File: config.mk
export PLATFORM = sky130hd
export DESIGN_NAME = alarm_siren_controller
export DESIGN_NICKNAME = d
export VERILOG_FILES = /design/src/rtl/alarm_siren_controller.sv
export SDC_FILE = /design/constraint.sdc
export NUM_CORES = 1
export LEC_CHECK = 0
export BUFFER_PORTS_ARGS = -buffer_cell sky130_fd_sc_hd__buf_2
export CAP_MARGIN = 5
export CORE_MARGIN = 4
export CORE_UTILIZATION = 30
export DETAILED_ROUTE_END_ITERATION = 7
export PLACE_DENSITY = 0.53
export SYNTH_ARGS = -nofsm -noshare
export SYNTH_HDL_FRONTEND = slang
export SYNTH_SLANG_ARGS = --single-unit
export TNS_END_PERCENT = 20
File: constraint.sdc
create_clock -name clock -period 2.35 [get_ports clock]
set_input_delay 0.47 -clock clock [delete_from_list [all_inputs] [get_ports clock]]
set_output_delay 0.47 -clock clock [all_outputs]
set_load 0.03 [all_outputs]
File: src/rtl/alarm_siren_controller.sv
// Siren sequencing FSM: exit delay, entry delay, timed alarm and automatic re-arm,
// with a half-second time base. Optional macro ALARM_RETRIGGER_EN lets the sensor extend ALARM.
module alarm_siren_controller #(
    parameter int HALF_SEC_CYCLES = 25_000_000,
    parameter int EXIT_DELAY      = 10,
    parameter int ENTRY_DELAY     = 8,
    parameter int SIREN_TIME      = 15
) (
    input  logic       clock,
    input  logic       reset,
    input  logic       arm,
    input  logic       disarm,
    input  logic       sensor,
    output logic       enable_siren,
    output logic       two_hz_enable,
    output logic       armed_led,
    output logic [2:0] state,
    output logic [3:0] countdown,
    output logic [3:0] alarm_count
);

    typedef enum logic [2:0] {
        S_DISARMED = 3'd0,
        S_ARMING   = 3'd1,
        S_ARMED    = 3'd2,
        S_ENTRY    = 3'd3,
        S_ALARM    = 3'd4
    } state_t;

    localparam logic [30:0] HALF_LAST = 31'(HALF_SEC_CYCLES - 1);
    localparam logic [3:0]  EXIT_CNT  = 4'(EXIT_DELAY);
    localparam logic [3:0]  ENTRY_CNT = 4'(ENTRY_DELAY);
    localparam logic [3:0]  SIREN_CNT = 4'(SIREN_TIME);

    state_t      state_q, state_d;
    logic [3:0]  countdown_q, countdown_d;
    logic [3:0]  alarm_count_q, alarm_count_d;
    logic [30:0] presc_q, presc_d;
    logic        phase_q, phase_d;
    logic        blink_q, blink_d;
    logic        half_tick, sec_tick, reload, restart;

    assign half_tick = (presc_q == HALF_LAST);
    assign sec_tick  = half_tick && phase_q;

    // Next state; an expiry replaces the decrement so a timed state never shows 0.
    always_comb begin
        state_d       = state_q;
        countdown_d   = countdown_q;
        alarm_count_d = alarm_count_q;
        reload        = 1'b0;
        if (disarm) begin
            state_d     = S_DISARMED;
            countdown_d = '0;
        end else begin
            case (state_q)
                S_DISARMED: begin
                    if (arm) begin
                        state_d     = S_ARMING;
                        countdown_d = EXIT_CNT;
                    end
                end
                S_ARMING: begin
                    if (sec_tick) begin
                        if (countdown_q == 4'd1) begin
                            state_d     = S_ARMED;
                            countdown_d = '0;
                        end else begin
                            countdown_d = countdown_q - 4'd1;
                        end
                    end
                end
                S_ARMED: begin
                    if (sensor) begin
                        state_d     = S_ENTRY;
                        countdown_d = ENTRY_CNT;
                    end
                end
                S_ENTRY: begin
                    if (sec_tick) begin
                        if (countdown_q == 4'd1) begin
                            state_d       = S_ALARM;
                            countdown_d   = SIREN_CNT;
                            alarm_count_d = (alarm_count_q == 4'hF) ? alarm_count_q
                                                                    : alarm_count_q + 4'd1;
                        end else begin
                            countdown_d = countdown_q - 4'd1;
                        end
                    end
                end
                S_ALARM: begin
`ifdef ALARM_RETRIGGER_EN
                    if (sensor) begin
                        countdown_d = SIREN_CNT;
                        reload      = 1'b1;
                    end else
`endif
                    if (sec_tick) begin
                        if (countdown_q == 4'd1) begin
                            state_d     = S_ARMED;
                            countdown_d = '0;
                        end else begin
                            countdown_d = countdown_q - 4'd1;
                        end
                    end
                end
                default: begin
                    state_d     = S_DISARMED;
                    countdown_d = '0;
                end
            endcase
        end
    end

    // Time base restarts on any state change or reload so residency is exact.
    assign restart = (state_d != state_q) || reload;

    always_comb begin
        presc_d = presc_q + 31'd1;
        phase_d = phase_q;
        blink_d = blink_q;
        if (restart) begin
            presc_d = '0;
            phase_d = 1'b0;
        end else if (half_tick) begin
            presc_d = '0;
            phase_d = ~phase_q;
        end
        if (state_d == S_ARMING && state_q != S_ARMING) begin
            blink_d = 1'b1;
        end else if (state_q == S_ARMING && half_tick) begin
            blink_d = ~blink_q;
        end
    end

    always_ff @(posedge clock) begin
        if (reset) begin
            state_q       <= S_DISARMED;
            countdown_q   <= '0;
            alarm_count_q <= '0;
            presc_q       <= '0;
            phase_q       <= 1'b0;
            blink_q       <= 1'b0;
        end else begin
            state_q       <= state_d;
            countdown_q   <= countdown_d;
            alarm_count_q <= alarm_count_d;
            presc_q       <= presc_d;
            phase_q       <= phase_d;
            blink_q       <= blink_d;
        end
    end

    assign state         = state_q;
    assign countdown     = countdown_q;
    assign alarm_count   = alarm_count_q;
    assign enable_siren  = (state_q == S_ALARM);
    assign two_hz_enable = half_tick && (state_q == S_ALARM);
    assign armed_led     = (state_q == S_ARMING) ? blink_q
                         : ((state_q == S_ARMED) || (state_q == S_ENTRY) || (state_q == S_ALARM));

endmodule

==> results.yml, run 1 <==
synthesis:
  synth_top_cell_by_area: "sky130_fd_sc_hd__dfxtp_1"
  synth_ff_type: "sky130_fd_sc_hd__dfxtp_1"
  synth-edff-count: 0
  avgSynthCellArea_um2: 8.21
  yosys_warnings: 0
  mappedNetlistArea_mm2: 0.00232
  synth.top_cell.area_share: 0.379
  most_frequent_cells_after_synthesis: "sky130_fd_sc_hd__nor2_1, sky130_fd_sc_hd__dfxtp_1, sky130_fd_sc_hd__nand2_1"
  post-synth-top-count-cell: "sky130_fd_sc_hd__nor2_1"
  synth.ff_latch_count: 44
  ys_types: 46
  asyncSetResetFlopFracSynth: 0
  ys_top_cells_by_area: "sky130_fd_sc_hd__dfxtp_1, sky130_fd_sc_hd__nor2_1, sky130_fd_sc_hd__xnor2_1"
  synth-seq-area-share: 0.379
  netlist_instances: 283
  mappedNetlistNets: 292
cells_and_area:
  layout-area-overhead-vs-synth_pct: 23.9
  fin_nets: 335
  num-fill-cells: 761
  sequential_cell_area_um2: 885
  multi_input_area_mm2: 0.00141
  antennaDiodeCount: 0
  share_of_cells_above_drive_strength_1: 0.223
  layout.cells.non_filler: 426
sta:
  finalHoldWorstSlack_ns: 0.435
  post-route-min-period_ns: 2.33
  finalCritPeriodShare: 0.994
  timing_worst_slew_pin_value_ns: 0.459
  hold_violations: 0
  tightest_slew_margin_relative_to_the_limit: 0.693
  highest_achievable_clock_rate_ghz: 0.428
  rsz_0062_raised_after_global_routing: "yes"
  final-max-slew-violation-count: 0
  clock_skew_ns: 0.00994
  final-setup-viol-count: 0
cts:
  holdBufCountCts: 0
  clock_insertion_delay_worst_skew_ns: 0.30
  clock_tree.buffer_depth: 2
  ctsHtreeMaxLevel: 2
  clk_pin_slew_ns: 0.08
  cts_tree: "done"
  clock_sink_count: 44
  clock_tree.root_cell: "sky130_fd_sc_hd__clkbuf_8"
  tritoncts.num_buffers: 5
worst_setup_path:
  timing.critical_path.cells: "or4b_4 > nor4_4 > buf_4 > and3_4 > buf_6"
  critical_setup_path_class: "reg -> out"
  worst_setup_path_end_kind: "output port"
  timing.critical_path.arrival_ns: 1.86
  slowest_stage: "sky130_fd_sc_hd__or4b_4"
  worst_r2r_startpoint: "presc_q[26]"
  timing.critical_path.required_ns: 1.88
  setup.worst_path.start_class: "register"
  critical_path.max_fanout: 3
  critical-path-max-stage-delay_ns: 0.57
  cp-startpoint: "presc_q[26]"
route:
  wl_per_cell_um: 13.1
  totalWireLength_um: 5590
  num_vias: 2105
  drt_first_pass_iters: 4
  remaining_drc_errors: 0
  detail_route.vias_per_cell: 4.94
  antenna_left: 0
  drt_iter0_drc: 79
job:
  maxCapViolations: 0
hold_path:
  worst_min_path_class: "in -> reg"
  min-delay-start: "reset"
floorplanning:
  floorplan.initialDensity: 0.314
  dieArea_mm2: 0.00922
  coreArea_mm2: 0.00741
  core.rowCount: 31
  die_w_um: 96.0
  die_h_um: 96.0
  ioPinCount: 19
power:
  vdd_drop_max_uv: 333
  total_leakage_power_uw: 0.00107
  power_density_mw_per_mm2: 497
  report.power.total_uw: 1430
global_routing:
  antenna_found_initial: 0
  via_count_of_the_first_global_routing_pass: 2094
  globalRouteTotalUtil: 0.132
  grt_overflow_total: 0
  largest_net_degree_at_the_start_of_global_routing: 29
  grt_first_pass_wirelength_um: 9670
place:
  io_buffers: 18
  dp.final_hpwl_um: 4040
  dp.cells: 417
  place_congestion: 0.803
status:
  outcome: "completed"
[through the flow]
stage | util | setup slack, ns | instance area [µm²] | setup TNS, ns
2_1_floorplan | - | 0.0299 | 2330 | 0
3_3_place_gp | 0.367 | 0.0699 | 2720 | 0
3_5_place_dp | 0.367 | 0.0480 | 2720 | 0
4_1_cts | 0.385 | 0.00425 | 2860 | 0
5_1_grt | 0.388 | -0.0708 | 2880 | -0.117
6_report | 0.388 | 0.0153 | 2880 | 0
[what timing repair did]
action,in CTS,in global routing
pin swaps,2,1
gates resized for setup,4,6
buffers inserted,1,0
endpoints found under the setup margin,1,3
[cells by family (layout without fill, tap and decap cells)]
kind of cell,after synthesis,in the layout,synth area share
buffers and inverters,20,64,0.0329
AO/OA/AOI/OAI,29,29,0.0835
AND/OR/NAND/NOR,151,151,0.348
multiplexers,4,4,0.0178
XOR/XNOR,31,31,0.117
adder cells (fa/ha/maj),4,4,0.0215
flip-flops,44,44,0.379
[routing by layer]
metal | vias to the layer above | GRT usage | wire length (µm)
met2 | 34 | 0.217 | 2550
met5 | - | 0 | 0
met3 | 12 | 0.0266 | 230
met1 | 973 | 0.169 | 2710
met4 | 0 | 0.0462 | 93
li1 | 1086 | - | -
[cells in the final DEF, fill, tap and decap left out, drive strengths merged, types with 5 or more instances in the layout]
cell,Yosys,layout
a21oi,10,10
and3,8,8
buf,3,46
clkbuf,7,6
dfxtp,44,44
inv,10,10
nand2,20,20
nand3,15,15
nand4,10,10
nor2,46,46
nor3,9,9
nor4,10,10
o21ai,5,5
xnor2,16,16
xor2,15,15
[registers in the layout, summed over array words and instances (netlist names)]
name,flops
phase_q,1
presc_q,31
alarm_count,4
blink_q,1
countdown,4
state,3
[critical path: cells and delay by family (launching register included)]
family | cells | cell delay [ns]
buf+inv | 2 | 0.28
simple gates | 3 | 0.97
flops | 1 | 0.32
[layout make-up]
cell class | instances | share of cell area
Multi-Input combinational cell | 219 | 0.488
Sequential cell | 44 | 0.307
Timing Repair Buffer | 46 | 0.111
Tap cell | 99 | 0.0430
Clock buffer | 6 | 0.0252
Inverter | 10 | 0.0130
Clock inverter | 2 | 0.0122
[power breakdown]
| group | switching [µW] | leakage, µW | internal [µW] |
|---|---|---|---|
| clock | 261 | 0.0000552 | 316 |
| combinational | 57.3 | 0.000657 | 37.2 |
| sequential | 6.92 | 0.000357 | 753 |
[path summary, 6_finish.rpt]
kind | endpoint | slack [ns] | cells past startpoint
max | two_hz_enable | 0.02 | 5
min reg2reg | presc_q[0] | 0.44 | 1
max reg2reg | alarm_count[3] | 0.02 | 5
min | alarm_count[3] | 0.44 | 2
(Power assumes the default switching activity.)
==> run 2, diff against run 1 <==
PLACE_DENSITY = 0.52   (was 0.53)
clock period = 2.8 ns   (was 2.35 ns; I/O delays follow)
==> run 2 against run 1 <==
Clock power shrank 29%; hold slack gained 0.043 ns; cell count decreased by 4.5%; first-iteration DRC count rose by 2.5%; clock skew decreased by 0.0035 ns; clock-buffer cell count did not move; critical path type unchanged; highest routed layer unchanged; critical path depth is 1 lower.
==> results.yml, run 2 (synthesized netlist as in run 1, its figures left out) <==
status:
  outcome: "completed"
worst_setup_path:
  critical_path.max_fanout: 6
  rr_endpoint: "alarm_count[3]"
  critical_setup_path_class: "reg -> out"
  reg2reg_depth: 5
  timing.critical_path.required_ns: 2.24
  rrSetupSlack_ns: 0.25
  cp-startpoint: "presc_q[24]"
  worst_r2r_startpoint: "presc_q[24]"
  setup.worst_path.start_class: "register"
  worst_setup_path_end_kind: "output port"
  timing.critical_path.arrival_ns: 2.06
sta:
  setup_slack_ns: 0.185
  clock_skew_ns: 0.00641
  final-max-slew-violation-count: 0
  finalHoldWorstSlack_ns: 0.479
  total_negative_setup_slacks_ns: 0
  rsz_0062_raised_after_global_routing: "no"
  hold_violations: 0
  highest_achievable_clock_rate_ghz: 0.382
  finalCritPeriodShare: 0.934
  post-route-min-period_ns: 2.62
  final-setup-viol-count: 0
  timing_worst_slew_pin_value_ns: 0.493
  tightest_slew_margin_relative_to_the_limit: 0.668
hold_path:
  min-delay-start: "presc_q[0]"
  worst_min_path_class: "reg -> reg"
  min_path_cells: 1
  timing.hold.worst_endpoint: "presc_q[0]"
floorplanning:
  dieArea_mm2: 0.00922
  floorplan.initialDensity: 0.314
  die_h_um: 96.0
  die_w_um: 96.0
  coreArea_mm2: 0.00741
  core.rowCount: 31
  ioPinCount: 19
cells_and_area:
  num-fill-cells: 770
  antennaDiodeCount: 0
  layout-area-overhead-vs-synth_pct: 15.2
  largest_reg_flops: 31
  commonest_non_fill_non_tap_cell_in_the_layout: "sky130_fd_sc_hd__nor2_1"
  fin_nets: 316
  most-common-layout-cells: "sky130_fd_sc_hd__nor2_1, sky130_fd_sc_hd__dfxtp_1, sky130_fd_sc_hd__nand2_1"
  share_of_cells_above_drive_strength_1: 0.153
  layout.cells.non_filler: 407
  max_flop_register: "presc_q"
job:
  maxCapViolations: 0
power:
  total_leakage_power_uw: 0.000946
  power_density_mw_per_mm2: 419
  report.power.total_uw: 1120
  vdd_drop_max_uv: 145
route:
  drt_first_pass_iters: 4
  wl_per_cell_um: 12.6
  num_vias: 1996
  remaining_drc_errors: 0
  antenna_left: 0
  totalWireLength_um: 5140
  drt_iter0_drc: 81
  detail_route.vias_per_cell: 4.90
global_routing:
  grt_overflow_total: 0
  largest_net_degree_at_the_start_of_global_routing: 17
  antenna_found_initial: 0
  grt_first_pass_wirelength_um: 9010
  globalRouteTotalUtil: 0.124
  via_count_of_the_first_global_routing_pass: 1928
place:
  place_congestion: 0.845
  dp.cells: 399
  io_buffers: 18
  dp.final_hpwl_um: 3860
  preCtsSetupSlack_ns: 0.285
cts:
  clk_pin_slew_ns: 0.08
  clock_insertion_delay_worst_skew_ns: 0.30
  ctsHtreeMaxLevel: 2
  post_cts_buffers: 0
  cts_tree: "done"
  clock_sink_count: 44
  tritoncts.num_buffers: 5
  clock_tree.root_cell: "sky130_fd_sc_hd__clkbuf_8"
  clock_tree.buffer_depth: 2
==> run 2: layer usage <==
layer,track usage,up-vias,wire length [µm]
li1,-,1050,-
met1,0.161,911,2540
met2,0.196,26,2290
met3,0.0281,9,207
met4,0.0521,0,99
met5,0,-,0
==> run 2: per-stage QoR <==
step	cell area (µm²)	util
floorplan	2320	-
global route	2680	0.361
finish	2680	0.361
global placement	2580	0.348
CTS	2670	0.361
detailed placement	2580	0.348
==> run 2: timing repair <==
item,4_1_cts,5_1_grt
setup endpoints to repair,0,1
resized for setup,0,1
hold endpoints to repair,0,0
hold buffers,0,0
==> run 2: worst max-delay path by stage <==
stage	slack [ns]	cells past startpoint	endpoint
after floorplan	0.40	5	alarm_count[3]
after global placement	0.30	5	alarm_count[3]
after detailed placement	0.29	5	alarm_count[3]
after CTS	0.05	4	two_hz_enable
after global routing	0.03	4	two_hz_enable
final	0.18	4	two_hz_enable
==> run 2: power breakdown <==
part / total (µW) / switching, µW / internal (µW)
Combinational: 74.7 / 45.9 / 28.8
Clock: 407 / 211 / 197
Sequential: 638 / 6.54 / 632
==> run 2: area by class of cell <==
type | count | area [µm²] | area share
inverter | 10 | 37.5 | 0.0140
multi-input combinational | 219 | 1370 | 0.513
clock inverter | 2 | 10.0 | 0.00374
tap | 99 | 124 | 0.0463
timing repair buffer | 27 | 170 | 0.0636
clock buffer | 6 | 82.6 | 0.0308
sequential | 44 | 881 | 0.329
==> run 2: worst max-delay path, stage by stage, from the launching register on <==
cell and delay (ns):
sky130_fd_sc_hd__dfxtp_1 0.41, sky130_fd_sc_hd__or4b_1 0.55, sky130_fd_sc_hd__nor4_2 0.39, sky130_fd_sc_hd__and3_1 0.21, sky130_fd_sc_hd__buf_2 0.19
==> run 3, diff against run 2 <==
MAX_ROUTING_LAYER = met4   (was default)
==> run 3 against run 2 <==
Non-clock buffer count unchanged; utilization unchanged; critical endpoint unchanged; sequential share of layout area unchanged; clock power about the same.
==> results.yml, run 3 (synthesized netlist as in run 1, its figures left out) <==
status:
  outcome: "completed"
cells_and_area:
  commonest_non_fill_non_tap_cell_in_the_layout: "sky130_fd_sc_hd__nor2_1"
  layout-area-overhead-vs-synth_pct: 15.2
  largest_reg_flops: 31
  layout.core_utilization: 0.361
  max_flop_register: "presc_q"
  final_cell_area_mm2: 0.00268
  antennaDiodeCount: 0
  most-common-layout-cells: "sky130_fd_sc_hd__nor2_1, sky130_fd_sc_hd__dfxtp_1, sky130_fd_sc_hd__nand2_1"
  fin_nets: 316
  share_of_cells_above_drive_strength_1: 0.153
cts:
  clock_insertion_delay_worst_skew_ns: 0.30
  clock_sink_count: 44
  ctsHtreeMaxLevel: 2
  tritoncts.num_buffers: 5
  clock_tree.buffer_depth: 2
  clock_tree.root_cell: "sky130_fd_sc_hd__clkbuf_8"
  clk_pin_slew_ns: 0.08
  cts_tree: "done"
  post_cts_buffers: 0
route:
  totalWireLength_um: 5130
  detail_route.vias_per_cell: 4.92
  antenna_left: 0
  wl_per_cell_um: 12.6
  remaining_drc_errors: 0
  drt_iter0_drc: 83
  drt_first_pass_iters: 4
  num_vias: 2002
worst_setup_path:
  worst_r2r_startpoint: "presc_q[24]"
  rrSetupSlack_ns: 0.25
  critical_path.max_fanout: 6
  critical_setup_path_class: "reg -> out"
  timing.critical_path.arrival_ns: 2.06
  cp-startpoint: "presc_q[24]"
  setup.worst_path.start_class: "register"
  timing.critical_path.required_ns: 2.24
  worst_setup_path_end_kind: "output port"
floorplanning:
  die_h_um: 96.0
  coreArea_mm2: 0.00741
  floorplan.initialDensity: 0.314
  dieArea_mm2: 0.00922
  die_w_um: 96.0
  ioPinCount: 19
  core.rowCount: 31
global_routing:
  largest_net_degree_at_the_start_of_global_routing: 17
  antenna_found_initial: 0
  grt_first_pass_wirelength_um: 9020
  via_count_of_the_first_global_routing_pass: 1925
  globalRouteTotalUtil: 0.127
  grt_overflow_total: 0
sta:
  final-max-slew-violation-count: 0
  setup_slack_ns: 0.185
  finalCritPeriodShare: 0.934
  clock_skew_ns: 0.00552
  hold_violations: 0
  post-route-min-period_ns: 2.62
  tightest_slew_margin_relative_to_the_limit: 0.668
  timing_worst_slew_pin_value_ns: 0.494
  total_negative_setup_slacks_ns: 0
  final-setup-viol-count: 0
  rsz_0062_raised_after_global_routing: "no"
  highest_achievable_clock_rate_ghz: 0.382
power:
  power_density_mw_per_mm2: 419
  report.power.total_uw: 1120
  total_leakage_power_uw: 0.000946
  vdd_drop_max_uv: 146
place:
  dp.final_hpwl_um: 3860
  io_buffers: 18
  place_congestion: 0.858
  preCtsSetupSlack_ns: 0.285
  dpl-instance-area_mm2: 0.00258
job:
  maxCapViolations: 0
hold_path:
  worst_min_path_class: "reg -> reg"
  min-delay-start: "presc_q[0]"
## run 3: cell counts in the layout (fill, tap and decap cells not counted)
Identical to the previous run, type by type.
## run 3: path summary, 6_finish.rpt
path,end,cells past startpoint
worst min-delay path,presc_q[0],1
worst min register to register,presc_q[0],1
worst max register to register,alarm_count[3],5
worst max-delay path,two_hz_enable,4
## run 3: final cells by class
cell class | count | area [µm²]
inverters | 10 | 37.5
repair buffers | 27 | 170
clock inverters | 2 | 10.0
flip-flops and latches | 44 | 881
fillers | 770 | 4730
well taps | 99 | 124
clock buffers | 6 | 82.6
multi-input cells | 219 | 1370
## run 3: timing repair
action                     4_1_cts  5_1_grt
setup endpoints to repair        0        1
hold buffers                     0        0
gates resized for setup          0        1
## run 3: layer usage
metal | track usage | wire length, µm | up-vias
met4 | 0.0415 | 80 | 0
met2 | 0.196 | 2300 | 31
met1 | 0.161 | 2520 | 912
met3 | 0.0352 | 236 | 7
met5 | - | 0 | -
li1 | - | - | 1052
## run 3: through the flow
stage | hold slack (ns) | cells
2_1_floorplan | 0.430 | 283
3_3_place_gp | 0.446 | 399
3_5_place_dp | 0.458 | 399
4_1_cts | 0.478 | 407
5_1_grt | 0.493 | 407
6_report | 0.479 | 407
## run 3: power by group
part	switching, µW	internal [µW]
sequential	6.54	632
clock	211	197
combinational	46.0	28.8
## run 3: critical path, stage by stage, from the launching register on
cell and delay (ns):
sky130_fd_sc_hd__dfxtp_1 0.41, sky130_fd_sc_hd__or4b_1 0.55, sky130_fd_sc_hd__nor4_2 0.39, sky130_fd_sc_hd__and3_1 0.21
sky130_fd_sc_hd__buf_2 0.19
